File: src/rtl/cam_initiator.sv
// CAM test initiator: writes NUM keys starting at key_base with data key^VAL_PATTERN,
// then reads each key back one at a time and counts read errors (mismatch or timeout).
//
// Ports:
//   clk, reset        sole clock, synchronous active-high reset
//   start, key_base   run request (sampled in idle) and first key of the run
//   busy, done        run in progress / single-cycle end-of-run pulse
//   err_count         saturating error count for the current run
//   err_valid,err_key single-cycle error pulse and key of the most recent error
//   valid_i, rw_n,    CAM request: valid, 0 = write / 1 = read, key, write data
//   key, val_i
//   valid_o, val_o    CAM read response
module cam_initiator #(
  parameter int unsigned      KEY_W       = 16,
  parameter int unsigned      VAL_W       = 16,
  parameter int unsigned      NUM         = 8,
  parameter logic [VAL_W-1:0] VAL_PATTERN = 16'hA5C3,
  parameter int unsigned      TIMEOUT     = 16
) (
  input  logic             clk,
  input  logic             reset,
  input  logic             start,
  input  logic [KEY_W-1:0] key_base,
  output logic             busy,
  output logic             done,
  output logic [7:0]       err_count,
  output logic             err_valid,
  output logic [KEY_W-1:0] err_key,
  output logic             valid_i,
  output logic             rw_n,
  output logic [KEY_W-1:0] key,
  output logic [VAL_W-1:0] val_i,
  input  logic             valid_o,
  input  logic [VAL_W-1:0] val_o
);

  localparam int unsigned      WaitW    = (TIMEOUT > 1) ? $clog2(TIMEOUT) : 1;
  localparam logic [7:0]       LastIdx  = 8'(NUM - 1);
  localparam logic [WaitW-1:0] LastWait = WaitW'(TIMEOUT - 1);

  typedef enum logic [2:0] {
    StIdle,
    StWrite,
    StReadReq,
    StReadWait,
    StDone
  } state_e;

  state_e           state_q, state_d;
  logic [7:0]       i_q, i_d;
  logic [KEY_W-1:0] key_base_q, key_base_d;
  logic [WaitW-1:0] wait_q, wait_d;
  logic [7:0]       err_count_q, err_count_d;
  logic             err_valid_q, err_valid_d;
  logic [KEY_W-1:0] err_key_q, err_key_d;

  logic [KEY_W-1:0] cur_key;
  logic [VAL_W-1:0] exp_val;
  logic             err_event;
  logic             advance;

  // Key arithmetic wraps naturally at KEY_W bits.
  assign cur_key = key_base_q + KEY_W'(i_q);
  assign exp_val = VAL_W'(cur_key) ^ VAL_PATTERN;

  assign err_count = err_count_q;
  assign err_valid = err_valid_q;
  assign err_key   = err_key_q;

  always_ff @(posedge clk) begin
    if (reset) begin
      state_q     <= StIdle;
      i_q         <= '0;
      key_base_q  <= '0;
      wait_q      <= '0;
      err_count_q <= '0;
      err_valid_q <= 1'b0;
      err_key_q   <= '0;
    end else begin
      state_q     <= state_d;
      i_q         <= i_d;
      key_base_q  <= key_base_d;
      wait_q      <= wait_d;
      err_count_q <= err_count_d;
      err_valid_q <= err_valid_d;
      err_key_q   <= err_key_d;
    end
  end

  always_comb begin
    state_d     = state_q;
    i_d         = i_q;
    key_base_d  = key_base_q;
    wait_d      = wait_q;
    err_count_d = err_count_q;
    err_key_d   = err_key_q;
    err_event   = 1'b0;
    advance     = 1'b0;
    busy        = (state_q != StIdle);
    done        = 1'b0;
    valid_i     = 1'b0;
    rw_n        = 1'b0;
    key         = '0;
    val_i       = '0;

    case (state_q)
      StIdle: begin
        if (start) begin
          key_base_d  = key_base;
          err_count_d = '0;
          i_d         = '0;
          state_d     = StWrite;
        end
      end
      StWrite: begin
        valid_i = 1'b1;
        key     = cur_key;
        val_i   = exp_val;
        if (i_q == LastIdx) begin
          i_d     = '0;
          state_d = StReadReq;
        end else begin
          i_d = i_q + 8'd1;
        end
      end
      StReadReq: begin
        valid_i = 1'b1;
        rw_n    = 1'b1;
        key     = cur_key;
        wait_d  = '0;
        state_d = StReadWait;
      end
      StReadWait: begin
        if (valid_o) begin
          err_event = (val_o != exp_val);
          advance   = 1'b1;
        end else if (wait_q == LastWait) begin
          // A missing response is scored exactly like a data mismatch.
          err_event = 1'b1;
          advance   = 1'b1;
        end else begin
          wait_d = wait_q + WaitW'(1);
        end
        if (advance) begin
          if (i_q == LastIdx) begin
            state_d = StDone;
          end else begin
            i_d     = i_q + 8'd1;
            state_d = StReadReq;
          end
        end
      end
      StDone: begin
        done    = 1'b1;
        state_d = StIdle;
      end
      default: state_d = StIdle;
    endcase

    err_valid_d = err_event;
    if (err_event) begin
      err_key_d = cur_key;
      if (err_count_q != 8'hFF) begin
        err_count_d = err_count_q + 8'd1;
      end
    end
  end

endmodule
File: config.mk
export PLATFORM = sky130hd
export DESIGN_NAME = cam_initiator
export DESIGN_NICKNAME = d
export VERILOG_FILES = /design/src/rtl/cam_initiator.sv
export SDC_FILE = /design/constraint.sdc
export NUM_CORES = 1
export LEC_CHECK = 0
export ABC_CLOCK_PERIOD_IN_PS = 5600
export CAP_MARGIN = 20
export CORE_ASPECT_RATIO = 0.6
export CORE_MARGIN = 2
export CORE_UTILIZATION = 52
export CTS_BUF_LIST = sky130_fd_sc_hd__clkbuf_16
export CTS_CLUSTER_DIAMETER = 40
export DETAILED_ROUTE_END_ITERATION = 12
export GPL_TIMING_DRIVEN = 0
export HOLD_SLACK_MARGIN = 0.12
export PLACE_DENSITY = 0.86
export SLEW_MARGIN = 20
export SYNTH_ARGS = -nofsm -noshare
export SYNTH_HDL_FRONTEND = slang
export SYNTH_SLANG_ARGS = --single-unit
File: constraint.sdc
create_clock -name clk -period 5.6 [get_ports clk]
set_input_delay 1.12 -clock clk [delete_from_list [all_inputs] [get_ports clk]]
set_output_delay 1.12 -clock clk [all_outputs]
set_load 0.05 [all_outputs]
==> results of run 1 <==
placed cells by master, fill, tap and decap left out, types with 2 or more instances in the layout:
cell type / instances
sky130_fd_sc_hd__xor2_1: 14
sky130_fd_sc_hd__o211a_1: 2
sky130_fd_sc_hd__and3_1: 6
sky130_fd_sc_hd__ha_1: 11
sky130_fd_sc_hd__dfxtp_1: 56
sky130_fd_sc_hd__mux2i_1: 15
sky130_fd_sc_hd__or3_1: 2
sky130_fd_sc_hd__nor3b_1: 4
sky130_fd_sc_hd__nor2_1: 77
sky130_fd_sc_hd__nor2b_1: 5
sky130_fd_sc_hd__xnor2_1: 18
sky130_fd_sc_hd__or2_2: 3
sky130_fd_sc_hd__a21o_1: 3
sky130_fd_sc_hd__nand4_1: 5
sky130_fd_sc_hd__mux2_2: 2
sky130_fd_sc_hd__clkbuf_1: 15
sky130_fd_sc_hd__clkdlybuf4s50_1: 96
sky130_fd_sc_hd__a22oi_1: 2
sky130_fd_sc_hd__nor3_1: 7
sky130_fd_sc_hd__a31oi_1: 6
sky130_fd_sc_hd__and2_1: 5
sky130_fd_sc_hd__nor4_1: 2
sky130_fd_sc_hd__a211oi_1: 8
sky130_fd_sc_hd__or4_1: 2
sky130_fd_sc_hd__nand2b_1: 4
sky130_fd_sc_hd__a21oi_1: 27
sky130_fd_sc_hd__clkbuf_16: 5
sky130_fd_sc_hd__o21ai_0: 8
sky130_fd_sc_hd__buf_6: 2
sky130_fd_sc_hd__o211ai_1: 3
sky130_fd_sc_hd__inv_1: 13
sky130_fd_sc_hd__xor3_1: 2
sky130_fd_sc_hd__nand3_1: 14
sky130_fd_sc_hd__nand2_1: 61
per-layer routing:
layer | vias to the layer above | track usage [%]
met3 | 21 | 5.41
met1 | 1725 | 40.9
met5 | - | 0
li1 | 1716 | -
met4 | 0 | 7.28
met2 | 185 | 49.3
area by class of cell:
| class | instances | share of cell area [%] |
|---|---|---|
| Clock buffer | 5 | 2.68 |
| Timing Repair Buffer | 96 | 20.6 |
| Multi-Input combinational cell | 348 | 47.1 |
| Inverter | 12 | 0.965 |
| Tap cell | 84 | 2.25 |
| Sequential cell | 56 | 24.0 |
| Clock inverter | 3 | 0.322 |
| Buffer | 20 | 2.06 |
kinds of logic (layout without fill, tap and decap cells):
family                     Yosys count  in the layout  share of synthesized area [%]
and+or+nand+nor                    205            205                           27.6
AOI/OAI and AO/OA                   78             78                           15.9
DFF                                 56             56                           32.4
xor gates and xnor gates            35             35                           10.1
buffers and inverters               32            136                           4.09
muxes                               18             18                           5.32
adders and majority gates           12             12                           4.56
Yosys cell counts, drive strengths merged (2+ instances only):
cell / number / area [µm²]
nand2: 61 / 229
or3: 2 / 12.5
and4: 2 / 20.0
o211ai: 4 / 35.0
nor2b: 5 / 31.3
ha: 11 / 138
xor2: 14 / 123
o211a: 2 / 20.0
a31oi: 6 / 37.5
mux2i: 15 / 150
or2: 3 / 18.8
nand2b: 4 / 25.0
a22oi: 2 / 15.0
or4: 2 / 15.0
dfxtp: 56 / 1120
and2: 5 / 31.3
nor2: 77 / 289
xor3: 2 / 47.6
mux2: 3 / 33.8
nor4: 2 / 12.5
and3: 6 / 37.5
nand4: 5 / 31.3
nor3b: 4 / 30.0
a21oi: 29 / 160
a211oi: 9 / 72.6
nor3: 8 / 51.3
nand3: 14 / 70.1
a21o: 3 / 22.5
o21ai: 8 / 40.0
inv: 12 / 45.0
buf: 4 / 35.0
a31o: 2 / 17.5
clkbuf: 16 / 61.3
xnor2: 18 / 158
flip-flops by register name (all words and copies together), names as in the netlist:
name and flops:
err_valid 1, err_count 8, state_q 3, key_base_q 16, wait_q 4, err_key 16
i_q 8
stage by stage:
step	power, mW	setup WS (ns)
after global routing	0.936	0.806
after floorplan	0.534	1.98
final	0.908	1.01
after global placement	0.605	1.42
after CTS	0.904	1.03
after detailed placement	0.610	1.35
power groups by stage:
stage               clock [mW]  combinational [mW]  sequential (mW)
floorplan                    0               0.114            0.420
global placement             0               0.182            0.422
detailed placement           0               0.187            0.423
CTS                      0.303               0.188            0.414
global route             0.319               0.202            0.415
finish                   0.304               0.190            0.414
worst max-delay path by stage:
stage                     cells past startpoint    from  slack [ns]  endpoint
after global routing                          8  i_q[7]        0.81   key[13]
after detailed placement                      8  i_q[7]        1.35   key[13]
after global placement                        8  i_q[7]        1.42   key[13]
final                                         8  i_q[7]        1.01   key[13]
after floorplan                               7  i_q[0]        1.98  val_i[8]
after CTS                                     8  i_q[7]        1.03   key[13]
tightest hold or removal path, delay by kind of cell (launching register included):
kind               cells  cell delay, ns
AOI/OAI and AO/OA      1            0.05
and+or+nand+nor        1            0.05
DFF                    1            0.31
==> results.rst, run 1 <==
.. list-table::
   :header-rows: 1

   * - Metric
     - Value
   * - DRC violation total after the first TritonRoute iteration
     - 337
   * - Clock group share of total power
     - 33.5%
   * - Number of maximum-capacitance constraint violations
     - 0
   * - Overflow after GRT
     - 0
   * - Total via count after detailed routing
     - ~3600
   * - Post-route non-filler standard cell count
     - 624
   * - Share of post-route cells with drive strength above 1
     - around 4.8%
   * - Cell class contributing the biggest share of worst-path delay
     - buffers and inverters
   * - Worst reg2reg setup slack
     - 2.08 ns
   * - Setup repair after global routing missed its margin
     - false
   * - Cell leakage power
     - 1.84 nW
   * - Combinational power share
     - roughly a fifth
   * - Count of fill cells added during filler insertion
     - 497
   * - Width of the die
     - 109 µm
   * - Minimum clock period after layout
     - roughly 4.6 ns
   * - Number of nets in the finished design
     - between 500 and 600
   * - I/O pin total
     - 97
   * - Area occupied by multi-input gates
     - 0.00220 mm²
   * - Final Cell Area
     - 0.00467 mm²
   * - Total standard cell area after synthesis
     - about 0.0035 mm²
   * - Distinct cell type count of the synthesized netlist
     - 65
   * - Peak Freq
     - 218 MHz
   * - Tightest Hold Check Type
     - flop to flop
   * - Yosys warning count
     - 0
   * - Power Internal
     - 0.643 mW
   * - Tightest Pin Transition
     - 0.763 ns
   * - Launching element type of the critical path
     - flop
   * - Largest fanout on the critical path
     - 8
   * - Number of global-route vias before repair
     - 3308
   * - Post-detailed-route wirelength per cell
     - 17.2 µm
   * - Sequential share of the synthesized area
     - 32.4%
   * - Total count of max-transition violations in the final report
     - 0
   * - Buffers from clock root to sink, at most
     - 2
   * - Slowest Stage Delay on Critical Path
     - 0.84 ns
   * - Post-Place Cell Area
     - 0.00453 mm²
   * - Antenna violations before repair
     - 0
   * - Clock latency on the worst-skew pair
     - slightly below 0.3 ns
   * - Sequential standard cell area
     - ~0.0011 mm²
   * - Post-route worst hold slack
     - 0.462 ns
   * - Final setup violating endpoints
     - 0
   * - Cells after DPL
     - slightly above 600
   * - Flip-flop and latch count after synthesis
     - 56
   * - Detailed-route DRC error count
     - 0
   * - Effective utilization at floorplan
     - a little under three fifths
   * - Clock buffers created by TritonCTS
     - 5
   * - Clock Sinks
     - 56
   * - Cell at the root of the clock tree
     - sky130_fd_sc_hd__clkbuf_16
   * - Core footprint
     - 0.00628 mm²
   * - Hold-critical path depth
     - 2
   * - Average cell area after synthesis
     - between 7 and 8 µm²
   * - WL final
     - 10800 µm
   * - Total power divided by cell area
     - ~190 mW/mm²
   * - Reg2reg path depth
     - 12
   * - Nature of the critical path endpoint
     - output port
   * - Count of inserted antenna diode cells
     - 0
   * - Terminating pin of the worst hold path
     - key_base_q[4]
   * - Final sum of negative setup slack
     - 0 ns
   * - Run status
     - complete, no violations
   * - Buf+Inv Stages, Crit Path
     - 2
   * - Fraction of registers with async set/reset
     - 0%
   * - Met1 wire length
     - approximately 4700 µm
   * - Data arrival at the endpoint of the critical path
     - 3.47 ns
   * - Final core utilization
     - 74.3%
   * - Max transition margin
     - 48.9%
   * - Growth of design area from synthesis to finish
     - 34.9%
   * - HPWL after detailed placement
     - 8620 µm
   * - Count of endpoints failing hold in the final timing report
     - 0
   * - Net count of the mapped netlist
     - between 400 and 500
   * - Largest net degree at the start of global routing
     - 17
   * - Crit Reg-Reg Startpoint
     - i_q[0]
   * - Sequential power share
     - 45.6%
   * - Number of hold buffers added after CTS
     - 0
   * - WL met2
     - around 4900 µm
   * - Worst-path cell with the longest stage delay
     - sky130_fd_sc_hd__clkdlybuf4s50_1
   * - Std-Cell Rows
     - 22
   * - Post-route clock period utilization
     - 82.0%
   * - Startpoint of the most critical hold path
     - key_base_q[4]
   * - DIE AREA
     - ~0.0073 mm²
   * - Power dissipated by switching net loads
     - approximately 0.26 mW
   * - Number of synthesized flops with an enable pin
     - 0
   * - Buffers added on ports
     - 96
   * - Detailed route wirelength on metal3
     - 983 µm
   * - Worst ir drop on vdd
     - 0.139 mV
   * - Quantity of gates resized following cts
     - 0
   * - Vias/cell
     - 5.84
   * - Highest routing layer actually used
     - met4
   * - Clock slew seen by the registers of the worst setup and hold paths
     - 0.07 ns
   * - TritonCTS clock tree
     - yes
   * - Ordered cell list for the critical path
     - ha_1 > buf_4 > a21o_1 > a211oi_1 > a21oi_1 > xor2_1 > and2_1 > clkdlybuf4s50_1
   * - First-pass GRT wire length
     - 16700 µm
   * - Critical setup path kind
     - flop to output port
   * - DIE HEIGHT
     - 67.2 µm
   * - Switching share of power
     - 29.1%
   * - Mapped Cells
     - around 440
   * - GPL Wtd Cong
     - approximately 0.95
   * - Antenna Violating Nets Remaining
     - 0
   * - Primary flip-flop cell chosen by synthesis mapping
     - sky130_fd_sc_hd__dfxtp_1
   * - Number of buffers inserted by post-CTS setup repair
     - 0
   * - Endpoint required time on the critical path
     - 4.48 ns
   * - H-tree lvl count
     - 2
   * - Overall fraction of global-route tracks in use
     - 29.8%
   * - Endpoint of the worst register-to-register path
     - err_key[6]
   * - Final worst clock skew
     - 0.00741 ns
   * - Drt pass-1 iters
     - 5
Power figures use the tool's default switching activity.
==> inputs of run 2 (changes only) <==
--- a/config.mk
+++ b/config.mk
@@ -5,17 +5,17 @@
 export SDC_FILE = /design/constraint.sdc
 export NUM_CORES = 1
 export LEC_CHECK = 0
-export ABC_CLOCK_PERIOD_IN_PS = 5600
+export ABC_CLOCK_PERIOD_IN_PS = 4700
 export CAP_MARGIN = 20
 export CORE_ASPECT_RATIO = 0.6
 export CORE_MARGIN = 2
-export CORE_UTILIZATION = 52
+export CORE_UTILIZATION = 49
 export CTS_BUF_LIST = sky130_fd_sc_hd__clkbuf_16
 export CTS_CLUSTER_DIAMETER = 40
 export DETAILED_ROUTE_END_ITERATION = 12
 export GPL_TIMING_DRIVEN = 0
 export HOLD_SLACK_MARGIN = 0.12
-export PLACE_DENSITY = 0.86
+export PLACE_DENSITY = 0.82
 export SLEW_MARGIN = 20
 export SYNTH_ARGS = -nofsm -noshare
 export SYNTH_HDL_FRONTEND = slang
==> constraint.sdc (replaced) <==
create_clock -name clk -period 4.7 [get_ports clk]
set_input_delay 0.94 -clock clk [delete_from_list [all_inputs] [get_ports clk]]
set_output_delay 0.94 -clock clk [all_outputs]
set_load 0.05 [all_outputs]
==> results.rst, run 2 (synthesis gave the netlist of run 1 again) <==
.. list-table::
   :header-rows: 1

   * - Metric
     - Value
   * - Overall fraction of global-route tracks in use
     - 25.8%
   * - Clock Sinks
     - 56
   * - WL final
     - 10200 µm
   * - DIE HEIGHT
     - just under 70 µm
   * - Tightest Pin Transition
     - 0.874 ns
   * - Count of fill cells added during filler insertion
     - 547
   * - Worst-case setup margin in the final layout
     - 0.288 ns
   * - Sum of internal, switching and leakage power
     - roughly 1.1 mW
   * - Detailed-route DRC error count
     - 0
   * - Core footprint
     - 0.00676 mm²
   * - Crit Reg-Reg Startpoint
     - i_q[0]
   * - Post-route clock period utilization
     - 93.9%
   * - Run status
     - complete, no violations
   * - Nature of the critical path endpoint
     - output port
   * - Final sum of negative setup slack
     - 0 ns
   * - Total power divided by cell area
     - 231 mW/mm²
   * - Terminating pin of the worst hold path
     - key_base_q[4]
   * - Buffers from clock root to sink, at most
     - 2
   * - Quantity of gates resized following cts
     - 0
   * - Most common library cell in the layout ignoring fill and taps
     - sky130_fd_sc_hd__clkdlybuf4s50_1
   * - Std-Cell Rows
     - 23
   * - Number of global-route vias before repair
     - 3152
   * - Antenna Violating Nets Remaining
     - 0
   * - Hold-critical path depth
     - 2
   * - DRC violation total after the first TritonRoute iteration
     - 304
   * - GPL Wtd Cong
     - 0.913
   * - CP startpoint
     - i_q[0]
   * - Clock latency on the worst-skew pair
     - 0.30 ns
   * - TritonCTS clock tree
     - yes
   * - Cell leakage power
     - ~1.8 nW
   * - Post-route non-filler standard cell count
     - around 630
   * - Minimum clock period after layout
     - 4.41 ns
   * - Endpoint of the worst register-to-register path
     - err_count[5]
   * - Count of endpoints failing hold in the final timing report
     - 0
   * - I/O pin total
     - just under 100
   * - HPWL after detailed placement
     - 8020 µm
   * - H-tree lvl count
     - 2
   * - Number of buffers inserted by post-CTS setup repair
     - 0
   * - Max transition margin
     - 41.5%
   * - Cells after DPL
     - 619
   * - Critical setup path kind
     - flop to output port
   * - Setup repair after global routing missed its margin
     - false
   * - Tightest Hold Check Type
     - flop to flop
   * - Number of nets in the finished design
     - slightly below 600
   * - Antenna violations before repair
     - 0
   * - Number of maximum-capacitance constraint violations
     - 0
   * - Cell at the root of the clock tree
     - sky130_fd_sc_hd__clkbuf_16
   * - Clock buffers created by TritonCTS
     - 5
   * - Worst ir drop on vdd
     - 0.188 mV
   * - Drt pass-1 iters
     - 5
   * - Largest fanout on the critical path
     - 7
   * - Total via count after detailed routing
     - 3505
   * - Endpoint required time on the critical path
     - approximately 3.8 ns
   * - Buffers added on ports
     - 96
   * - Vias/cell
     - roughly 5.6
   * - Overflow after GRT
     - 0
   * - Worst reg2reg setup slack
     - 1.24 ns
   * - DIE AREA
     - 0.00777 mm²
   * - Most frequent cells in the layout
     - sky130_fd_sc_hd__clkdlybuf4s50_1 (96), sky130_fd_sc_hd__nor2_1 (77), sky130_fd_sc_hd__nand2_1 (61), sky130_fd_sc_hd__dfxtp_1 (56), sky130_fd_sc_hd__a21oi_1 (27)
   * - Number of hold buffers added after CTS
     - 0
   * - Width of the die
     - ~110 µm
   * - Share of post-route cells with drive strength above 1
     - 4.64%
   * - Growth of design area from synthesis to finish
     - 34.8%
   * - Final setup violating endpoints
     - 0
   * - Largest net degree at the start of global routing
     - 16
   * - Effective utilization at floorplan
     - 51.2%
   * - Peak Freq
     - 227 MHz
   * - Launching element type of the critical path
     - flop
   * - Clock slew seen by the registers of the worst setup and hold paths
     - around 0.07 ns
   * - Count of inserted antenna diode cells
     - 0
   * - First-pass GRT wire length
     - 16000 µm
   * - Final worst clock skew
     - a little under 0.008 ns
   * - Worst-case setup slack after placement
     - 0.619 ns
   * - Post-detailed-route wirelength per cell
     - 16.4 µm
   * - Total count of max-transition violations in the final report
     - 0
   * - Data arrival at the endpoint of the critical path
     - about 3.5 ns
   * - Startpoint of the most critical hold path
     - key_base_q[4]
   * - Reg2reg path depth
     - 11
[run 2: cell types whose count changed in the layout (fill, tap and decap cells not counted), sizes merged]
cell | before | now
clkinvlp | 1 | 0
inv | 13 | 12
clkinv | 1 | 2
[run 2: final cells by class]
class	count	area, µm²	share of cell area [%]
buffer	20	96.3	2.07
clock buffer	5	125	2.68
clock inverter	2	7.51	0.161
inverter	12	45.0	0.966
multi-input combinational	348	2200	47.1
sequential	56	1120	24.0
tap	87	109	2.33
timing repair buffer	96	961	20.6
[run 2: worst max-delay path by stage]
stage	to	slack, ns	depth (start not counted)
2_1_floorplan	val_i[8]	1.26	7
3_3_place_gp	key[13]	0.70	8
3_5_place_dp	key[8]	0.62	8
4_1_cts	key[8]	0.31	8
5_1_grt	key[8]	0.16	8
6_report	key[8]	0.29	8
[run 2: power by group]
part | switching [mW] | internal (mW)
Clock | 0.168 | 0.191
Combinational | 0.135 | 0.0887
Sequential | 0.00982 | 0.484
[run 2: metal layers]
metal | GRT usage (%) | wire (µm)
met5 | 0 | 0
met4 | 5.96 | 164
met2 | 38.6 | 4450
met1 | 38.6 | 4840
met3 | 4.57 | 794
[run 2: metrics by stage]
stage	utilization [%]	hold slack, ns	instance area (µm²)
final	68.9	0.471	4660
after global routing	68.9	0.491	4660
after CTS	68.9	0.472	4660
after detailed placement	67.0	0.463	4530
after global placement	67.0	0.453	4530
after floorplan	-	0.440	3460
[run 2: worst max-delay path, cell delays in order (launching register included)]
cell	delay, ns
sky130_fd_sc_hd__dfxtp_1	0.37
sky130_fd_sc_hd__ha_1	0.25
sky130_fd_sc_hd__fa_1	0.43
sky130_fd_sc_hd__a211oi_2	0.37
sky130_fd_sc_hd__o31ai_4	0.15
sky130_fd_sc_hd__o21ai_0	0.39
sky130_fd_sc_hd__xnor2_1	0.24
sky130_fd_sc_hd__and2_1	0.18
sky130_fd_sc_hd__clkdlybuf4s50_1	0.80
==> inputs of run 3 (changes only) <==
--- a/config.mk
+++ b/config.mk
@@ -7,15 +7,17 @@
 export LEC_CHECK = 0
 export ABC_CLOCK_PERIOD_IN_PS = 4700
 export CAP_MARGIN = 20
+export CELL_PAD_IN_SITES_DETAIL_PLACEMENT = 0
+export CELL_PAD_IN_SITES_GLOBAL_PLACEMENT = 2
 export CORE_ASPECT_RATIO = 0.6
 export CORE_MARGIN = 2
-export CORE_UTILIZATION = 49
+export CORE_UTILIZATION = 27
 export CTS_BUF_LIST = sky130_fd_sc_hd__clkbuf_16
 export CTS_CLUSTER_DIAMETER = 40
 export DETAILED_ROUTE_END_ITERATION = 12
 export GPL_TIMING_DRIVEN = 0
 export HOLD_SLACK_MARGIN = 0.12
-export PLACE_DENSITY = 0.82
+export PLACE_DENSITY_LB_ADDON = 0.1
 export SLEW_MARGIN = 20
 export SYNTH_ARGS = -nofsm -noshare
 export SYNTH_HDL_FRONTEND = slang
==> results.rst, run 3 (synthesis gave the netlist of run 1 again) <==
.. list-table::
   :header-rows: 1

   * - Metric
     - Value
   * - Power dissipated by switching net loads
     - 0.331 mW
   * - Antenna Violating Nets Remaining
     - 0
   * - Number of nets in the finished design
     - 587
   * - Tightest Hold Check Type
     - flop to flop
   * - Number of global-route vias before repair
     - 3241
   * - Post-route clock period utilization
     - a little over nine tenths
   * - Post-route non-filler standard cell count
     - 705
   * - Post-route worst hold slack
     - 0.469 ns
   * - Final sum of negative setup slack
     - 0 ns
   * - DIE AREA
     - 0.0138 mm²
   * - Buffers from clock root to sink, at most
     - 2
   * - Crit Reg-Reg Startpoint
     - i_q[0]
   * - WL final
     - 11800 µm
   * - Startpoint of the most critical hold path
     - key_base_q[0]
   * - Power Internal
     - 0.821 mW
   * - Number of maximum-capacitance constraint violations
     - 0
   * - Effective utilization at floorplan
     - 28.1%
   * - Switching share of power
     - 28.7%
   * - Number of buffers inserted by post-CTS setup repair
     - 0
   * - Setup repair after global routing missed its margin
     - false
   * - Launching element type of the critical path
     - flop
   * - TritonCTS clock tree
     - yes
   * - Width of the die
     - 150 µm
   * - Std-Cell Rows
     - 31
   * - Growth of design area from synthesis to finish
     - 38.7%
   * - Count of fill cells added during filler insertion
     - around 1300
   * - Area occupied by multi-input gates
     - 0.00220 mm²
   * - Total count of max-transition violations in the final report
     - 0
   * - Most common library cell in the layout ignoring fill and taps
     - sky130_fd_sc_hd__clkdlybuf4s50_1
   * - Tightest Pin Transition
     - 0.958 ns
   * - Largest net degree at the start of global routing
     - 17
   * - Worst-path cell with the longest stage delay
     - sky130_fd_sc_hd__clkdlybuf4s50_1
   * - Clock buffers created by TritonCTS
     - 5
   * - GPL Wtd Cong
     - approximately 0.80
   * - Vias/cell
     - 4.81
   * - First-pass GRT wire length
     - 18400 µm
   * - Cell leakage power
     - around 1.9 nW
   * - Final worst clock skew
     - 0.00436 ns
   * - DIE HEIGHT
     - a little over 90 µm
   * - Share of post-route cells with drive strength above 1
     - 5.19%
   * - Clock latency on the worst-skew pair
     - 0.30 ns
   * - Drt pass-1 iters
     - 4
   * - Peak Freq
     - 222 MHz
   * - CP startpoint
     - i_q[0]
   * - Overall fraction of global-route tracks in use
     - about 18%
   * - Endpoint required time on the critical path
     - 3.76 ns
   * - Largest fanout on the critical path
     - 7
   * - Data arrival at the endpoint of the critical path
     - 3.56 ns
   * - Worst ir drop on vdd
     - between 0.1 and 0.15 mV
   * - I/O pin total
     - 97
   * - Nature of the critical path endpoint
     - output port
   * - Post-detailed-route wirelength per cell
     - 16.7 µm
   * - Cells after DPL
     - 697
   * - Clock Sinks
     - 56
   * - Total via count after detailed routing
     - 3391
   * - Ordered cell list for the critical path
     - ha_1 > fa_1 > a211oi_2 > o31ai_4 > o21ai_0 > xnor2_1 > and2_1 > clkdlybuf4s50_1
   * - Final core utilization
     - 39.0%
   * - Count of inserted antenna diode cells
     - 0
   * - Post-Place Cell Area
     - 0.00463 mm²
   * - Critical setup path kind
     - flop to output port
   * - Cell at the root of the clock tree
     - sky130_fd_sc_hd__clkbuf_16
   * - Buffers added on ports
     - 96
   * - Detailed-route DRC error count
     - 0
   * - Overflow after GRT
     - 0
   * - Minimum clock period after layout
     - 4.50 ns
   * - HPWL after detailed placement
     - 9450 µm
   * - Final setup violating endpoints
     - 0
   * - Combinational power share
     - 19.7%
   * - DRC violation total after the first TritonRoute iteration
     - 140
   * - Max transition margin
     - 35.9%
   * - Clock group share of total power
     - 37.6%
   * - Count of endpoints failing hold in the final timing report
     - 0
   * - Sequential power share
     - 42.8%
   * - Run status
     - complete, no violations
   * - Clock slew seen by the registers of the worst setup and hold paths
     - 0.07 ns
   * - Sequential standard cell area
     - 0.00112 mm²
   * - Core footprint
     - 0.0123 mm²
   * - H-tree lvl count
     - 2
   * - Most frequent cells in the layout
     - sky130_fd_sc_hd__clkdlybuf4s50_1 (96), sky130_fd_sc_hd__nor2_1 (77), sky130_fd_sc_hd__nand2_1 (61), sky130_fd_sc_hd__dfxtp_1 (56), sky130_fd_sc_hd__a21oi_1 (27)
   * - Final Cell Area
     - 0.00480 mm²
   * - Antenna violations before repair
     - 0
   * - Total power divided by cell area
     - 240 mW/mm²
   * - Slowest Stage Delay on Critical Path
     - 0.80 ns
[run 3: cell types whose count changed in the layout (fill, tap and decap cells not counted), sizes merged]
cell / before / now
clkinv: 2 / 1
inv: 12 / 13
bufinv: 0 / 1
[run 3: path summary, 6_finish.rpt]
kind	end	slack, ns	cells past startpoint
worst max register to register	err_count[7]	1.15	12
worst max-delay path	key[8]	0.20	8
worst min-delay path	key_base_q[0]	0.47	2
worst min register to register	key_base_q[0]	0.47	2
[run 3: critical path, delay by kind of cell, from the launching register on]
family	cells	cell delay (ns)
buf+inv	1	0.80
fa+ha+maj	2	0.67
xor+xnor	1	0.34
flops	1	0.36
simple gates	1	0.20
compound gates	3	0.88
[run 3: power groups by stage]
stage                     logic, mW  clock network [mW]  registers (mW)
final                         0.227               0.433           0.493
after global routing          0.245               0.466           0.494
after CTS                     0.229               0.446           0.493
after detailed placement      0.228                   0           0.504
after global placement        0.227                   0           0.504
after floorplan               0.136                   0           0.501
[run 3: cell type report]
| cell class | instances | area share [%] |
|---|---|---|
| multi-input cells | 348 | 45.9 |
| flip-flops and latches | 56 | 23.4 |
| repair buffers | 96 | 20.0 |
| well taps | 165 | 4.30 |
| clock buffers | 5 | 2.61 |
| plain buffers | 20 | 2.01 |
| inverters | 12 | 0.939 |
| clock inverters | 3 | 0.808 |
[run 3: per-stage QoR]
step / total power, mW / worst slack [ns]
finish: 1.15 / 0.197
global route: 1.21 / 0.0275
CTS: 1.17 / 0.187
detailed placement: 0.732 / 0.522
global placement: 0.731 / 0.519
floorplan: 0.637 / 1.26
[run 3: layer usage]
metal / global-route usage, % / share of wire, % / up-vias
met2: 24.2 / 39 / 68
met3: 3.33 / 4.2 / 7
met1: 28.3 / 56 / 1591
met4: 3.07 / 0.62 / 0
li1: - / - / 1725
met5: 0 / 0 / -
[run 3: what timing repair did]
item	CTS	global route
hold buffers	0	0
setup endpoints to repair	0	1
resized for setup	0	1
